==> src/rtl/bus_pkg.sv <==
// Shared types and constants for the per-agent bus sequencer.
// Imported by bus_agent_ctrl and bus_fair_lock.
package bus_pkg;

    typedef enum logic [2:0] {
        IDLE,
        WAIT,
        ARB,
        OWN,
        REL
    } bus_agent_state_t;

    localparam int LEN_W_DEF      = 4;
    localparam int SETTLE_CYC_MIN = 1;

    // The wired-AND lines need at least one full cycle before grant is valid.
    function automatic bit settle_cyc_ok(input int settle_cyc);
        return settle_cyc >= SETTLE_CYC_MIN;
    endfunction

endpackage

==> src/rtl/bus_fair_lock.sv <==
// Fairness lockout and arbitration-round tracking for one bus agent.
// Drives this agent's PEND contribution and says when it must hold off arbitration.
module bus_fair_lock
    import bus_pkg::*;
#(
    parameter int SETTLE_CYC = 2
) (
    input  logic clk,
    input  logic reset,
    input  logic win,
    input  logic in_wait,
    input  logic in_arb,
    input  logic pend_in,
    input  logic busy_in,
    output logic pend_out,
    output logic arb_block
);

    localparam int OW = $clog2(SETTLE_CYC + 1);
    localparam logic [OW-1:0] OPEN_LOAD = OW'(SETTLE_CYC);
    localparam logic [OW-1:0] OPEN_ONE  = OW'(1);

    logic          lockout;
    logic [OW-1:0] open_cnt;

    // pend_out depends only on registered lockout, so PEND never loops back on itself.
    assign pend_out  = in_arb | (in_wait & ~lockout);

    // A set lockout only blocks while somebody else is pending; PEND low releases it at once.
    assign arb_block = (lockout & pend_in) | (open_cnt != '0);

    // open_cnt marks a round started by others that this agent did not join:
    // PEND seen while not pending itself, on a free bus, blocks entry for a full settle window.
    always_ff @(posedge clk or posedge reset) begin
        if (reset) begin
            lockout  <= 1'b0;
            open_cnt <= '0;
        end else begin
            if (win)
                lockout <= 1'b1;
            else if (!pend_in)
                lockout <= 1'b0;

            if (busy_in)
                open_cnt <= '0;
            else if (pend_in && !pend_out)
                open_cnt <= OPEN_LOAD;
            else if (open_cnt != '0)
                open_cnt <= open_cnt - OPEN_ONE;
        end
    end

endmodule

==> src/rtl/bus_agent_ctrl.sv <==
// Per-agent sequencer: accepts a local request, arbitrates through the agent's
// wired-AND cell, owns the bus for len+1 beats, then releases it for one turnaround cycle.
module bus_agent_ctrl
    import bus_pkg::*;
#(
    parameter int SETTLE_CYC = 2,
    parameter int LEN_W      = LEN_W_DEF
) (
    input  logic             clk,
    input  logic             reset,
    input  logic             req,
    input  logic [LEN_W-1:0] len,
    output logic             ack,
    output logic             beat,
    output logic             done,
    output logic             arb_get_bus,
    input  logic             arb_granted,
    output logic             busy_out,
    input  logic             busy_in,
    output logic             pend_out,
    input  logic             pend_in
);

    if (!settle_cyc_ok(SETTLE_CYC)) begin : g_settle_chk
        $error("bus_agent_ctrl: SETTLE_CYC must be at least 1");
    end

    localparam int SW = $clog2(SETTLE_CYC + 1);
    localparam logic [SW-1:0]    SETTLE_LAST = SW'(SETTLE_CYC - 1);
    localparam logic [SW-1:0]    SETTLE_ONE  = SW'(1);
    localparam logic [LEN_W-1:0] BEAT_ONE    = LEN_W'(1);

    bus_agent_state_t state, state_nxt;

    logic [SW-1:0]    settle_cnt;
    logic [LEN_W-1:0] beat_cnt;
    logic [LEN_W-1:0] len_q;

    logic in_arb, in_wait, last_settle, last_beat, win, go, arb_block;

    assign in_arb      = (state == ARB);
    // The ack cycle already counts as waiting so simultaneous requesters start together.
    assign in_wait     = (state == WAIT) | ((state == IDLE) & req);
    assign last_settle = (settle_cnt == SETTLE_LAST);
    assign last_beat   = (beat_cnt == len_q);
    assign win         = in_arb & last_settle & arb_granted;
    assign go          = ~arb_block & ~busy_in;

    bus_fair_lock #(
        .SETTLE_CYC (SETTLE_CYC)
    ) u_fair_lock (
        .clk       (clk),
        .reset     (reset),
        .win       (win),
        .in_wait   (in_wait),
        .in_arb    (in_arb),
        .pend_in   (pend_in),
        .busy_in   (busy_in),
        .pend_out  (pend_out),
        .arb_block (arb_block)
    );

    always_comb begin
        state_nxt   = state;
        ack         = 1'b0;
        beat        = 1'b0;
        done        = 1'b0;
        arb_get_bus = 1'b0;
        busy_out    = 1'b0;
        case (state)
            IDLE: begin
                if (req) begin
                    ack       = 1'b1;
                    state_nxt = go ? ARB : WAIT;
                end
            end
            WAIT: begin
                if (go)
                    state_nxt = ARB;
            end
            ARB: begin
                arb_get_bus = 1'b1;
                // Contention on BUSY is ignored here; the cell has the final word.
                if (last_settle)
                    state_nxt = arb_granted ? OWN : WAIT;
            end
            OWN: begin
                busy_out = 1'b1;
                beat     = 1'b1;
                if (last_beat) begin
                    done      = 1'b1;
                    state_nxt = REL;
                end
            end
            REL: begin
                state_nxt = IDLE;
            end
            default: begin
                state_nxt = IDLE;
            end
        endcase
    end

    always_ff @(posedge clk or posedge reset) begin
        if (reset) begin
            state      <= IDLE;
            settle_cnt <= '0;
            beat_cnt   <= '0;
        end else begin
            state      <= state_nxt;
            settle_cnt <= (in_arb && !last_settle) ? settle_cnt + SETTLE_ONE : '0;
            beat_cnt   <= ((state == OWN) && !last_beat) ? beat_cnt + BEAT_ONE : '0;
        end
    end

    // Burst length is payload, captured on acceptance only.
    always_ff @(posedge clk) begin
        if (ack)
            len_q <= len;
    end

endmodule
==> config.mk <==
export PLATFORM = sky130hd
export DESIGN_NAME = bus_agent_ctrl
export DESIGN_NICKNAME = d
export VERILOG_FILES = /design/src/rtl/bus_pkg.sv /design/src/rtl/bus_fair_lock.sv /design/src/rtl/bus_agent_ctrl.sv
export SDC_FILE = /design/constraint.sdc
export NUM_CORES = 1
export LEC_CHECK = 0
export CAP_MARGIN = 10
export CORE_MARGIN = 1
export CORE_UTILIZATION = 43
export DETAILED_ROUTE_END_ITERATION = 8
export GPL_TIMING_DRIVEN = 1
export PLACE_DENSITY = 0.74
export REMOVE_ABC_BUFFERS = 1
export SYNTH_ARGS = -nofsm -noshare
export SYNTH_HDL_FRONTEND = slang
export SYNTH_SLANG_ARGS = --single-unit
==> constraint.sdc <==
create_clock -name clk -period 1.46 [get_ports clk]
set_input_delay 0.219 -clock clk [delete_from_list [all_inputs] [get_ports clk]]
set_output_delay 0.219 -clock clk [all_outputs]
set_load 0.01 [all_outputs]
==> results.md <==
- Detailed Routing Iterations Pass 1: 4
- Routed wire length per instance: 15.9 um
- Critical path, cell by cell: xnor2_1 -> nand4_1 -> nor4bb_1 -> buf_2
- Crit end category: output pin
- Slowest CP cell: dfrtp_1
- Clock Latency Late Sink: 0.28 ns
- Placed Area: ~1000 um^2
- Min-delay worst type: primary input to async pin
- Commonest non-fill, non-tap cells in the layout: buf_4, buf_6, dfrtp_1, clkdlybuf4s50_1
- CTS tree: yes
- Yosys warnings: 0
- Share of layout cells above drive strength 1: between 40% and 50%
- Wl on met1: ~870 um
- WHS: around 0.25 ns
- Total power: approximately 2.3 mW
- Clock-pin slew on the worst setup and hold paths: ~0.090 ns
- Maximum VDD drop: 1.23 mV
- Critical path depth in cells: 4
- Leading post-synthesis cells by cell area: dfrtp_1, edfxtp_1, xnor2_1, ha_1, inv_1
- Pwr/cell area: between 1500 and 2000 nW/um^2
- CP Max Fanout: 2
- FMAX: 580 MHz
- Highest metal used: met4
- Clk sinks: 16
- Port Buf Inserts: 15
- Cells on worst reg2reg path: 7
- Vias in the first global route: ~720
- Number of fill cells: between 100 and 150
- Setup ws final: -0.263 ns
- CP top delay family: simple AND/OR/NAND/NOR gates
- Worst path bufs/invs: 1
- GRT Total Usage: a little under a quarter
- Slowest stage delay, CP: approximately 0.41 ns
- DRT iter0 DRCs: 17
- Synth top area share: 39.0%
- Failing checks: setup timing
- Number of I/O pins: 16
- Ant diodes: 0
- Sequential area share after synthesis: ~55%
- Reported max-cap violation count: 0
- Fin. max-slew vios: 0
- Final setup viols: 7
- Synth Flop Type: dfrtp_1
- Worst-margin pin slew: 0.486 ns
- Nets: about 130
- FP Rows: 14
- Final period util: 118%
- Die ar.: 1970 um^2
- Core area: 1590 um^2
- Slew headroom: 67.6%
- Data required time of the critical path: between 1 and 1.5 ns
- Worst Path Arrival: ~1.5 ns
- WL final: 2140 um
- Yosys reg bits: 16
- First-pass GRT wire length: 3180 um
- Avg Inst Size Synth: around 11 um^2
- Leakage power: between 0.5 and 0.6 nW
- Max clock buf depth: 2
- Hpwl dp: about 1300 um
- Initial antenna violation count: 0
- Unrepaired setup endpoints after global routing: true
- CTS root buf: clkbuf_4
- Mapped Cells: 70
- Die H: between 40 and 50 um
- Crit path kind: flop to output pin
- Post-synthesis cell area: approximately 770 um^2
- WL met2: 1090 um
- Final-report hold violation count: 0
- Crit Reg-Reg Startpoint: state[0]$_DFFE_PP0P_
- Reg2reg end: u_fair_lock.open_cnt[1]$_DFFE_PP0P_
- Most common cell after layout, fill and taps aside: buf_4
- Antenna-violating nets left: 0
- Area grow syn2layout: 58.0%
- Post-synth cell types: 28
- Hold-fix buffers at CTS: 0
- Number of H-tree levels: 1
- Initial cell density of the core: roughly 48%
- DR WL met3: ~69 um
- Status: complete, but fails checks
- Period minus WS final: around 1.7 ns
- Remaining Overflow, GRT: 0
- Final Util: 76.4%
- Number of synthesized flops with an enable pin: 4
- Avg Vias per Cell: 5.22
- Gpl congestion: approximately 0.8
- R2r setup slk: -0.04 ns
- Die width: 44.3 um
- Via count: approximately 700
- CTS Buf Count: 3
- Async S/R FF share, synth: 75.0%
- Largest area contributor in the netlist: dfrtp_1
- Largest net degree at the start of global routing: 13
- Clk_skew: 0.00502 ns
- Post-route DRC: 0
- Worst Setup Start Kind: flop
- Design area: roughly 1200 um^2
-- timing repair --
action	4_1_cts	5_1_grt
setup endpoints to repair	7	12
buffers inserted	9	3
pin swaps	4	9
resized for setup	44	7
endpoints found under the hold margin	0	0
-- layer usage --
layer / GRT usage (%) / up-vias
met5: 0 / -
met4: 20.0 / 0
met3: 3.67 / 10
met2: 40.9 / 25
met1: 25.0 / 345
li1: - / 325
-- final cells by class --
type	instances	area (um^2)	area share, %
well taps	24	30.0	2.47
repair buffers	40	367	30.1
multi-input cells	44	344	28.3
clock buffers	3	22.5	1.85
flip-flops and latches	16	424	34.8
inverters	7	26.3	2.16
clock inverters	1	3.75	0.308
-- worst reg2reg max path, cell delays in order, from the launching register on --
cell	delay, ns
dfrtp_2	0.42
buf_6	0.13
buf_6	0.12
a21oi_4	0.13
o21ai_2	0.07
buf_4	0.14
a221oi_2	0.28
nor2_1	0.09
-- cells in the mapped netlist, types with 2 or more instances --
cell type,n
a21oi_1,2
dfrtp_1,12
edfxtp_1,4
ha_1,3
inv_1,7
nand2_1,5
nor2_1,6
nor3_1,3
nor4bb_1,2
o21ai_1,3
xnor2_1,5
xor2_1,2
-- through the flow --
step	instances	worst slack, ns	TNS (ns)
6_report	135	-0.263	-0.936
5_1_grt	135	-0.360	-1.29
4_1_cts	135	-0.263	-1.12
3_5_place_dp	122	-0.458	-2.17
3_3_place_gp	122	-0.438	-1.96
2_1_floorplan	67	-0.286	-1.26
-- worst max path at each step --
stage	start	slack, ns	end
2_1_floorplan	state[0]$_DFFE_PP0P_	-0.29	len_q[0]$_DFFE_PP_
3_3_place_gp	req	-0.44	ack
3_5_place_dp	req	-0.46	ack
4_1_cts	len_q[0]$_DFFE_PP_	-0.26	done
5_1_grt	beat_cnt[3]$_DFF_PP0_	-0.36	done
6_report	beat_cnt[1]$_DFF_PP0_	-0.26	done
-- registers in the layout, indices dropped and copies added, names as in the netlist --
register              count
u_fair_lock.lockout       1
settle_cnt                2
beat_cnt                  4
state                     3
len_q                     4
u_fair_lock.open_cnt      2
-- power by group --
part           switching, mW  total [mW]  internal, mW  leakage (nW)
clock                  0.138       0.237        0.0993        0.0154
combinational          0.583        1.37         0.785         0.346
sequential            0.0953       0.676         0.581         0.192
total                  0.816        2.28          1.46         0.553
-- cell families after synthesis --
family                     Yosys count  share of synthesized area (%)
DFF                                 16                           54.5
xor gates and xnor gates             7                           7.95
AOI/OAI and AO/OA                   11                           9.42
and+or+nand+nor                     23                           16.7
buffers and inverters               10                           6.49
adders and majority gates            3                           4.87
Note: power is estimated with default switching activity, not from simulation.
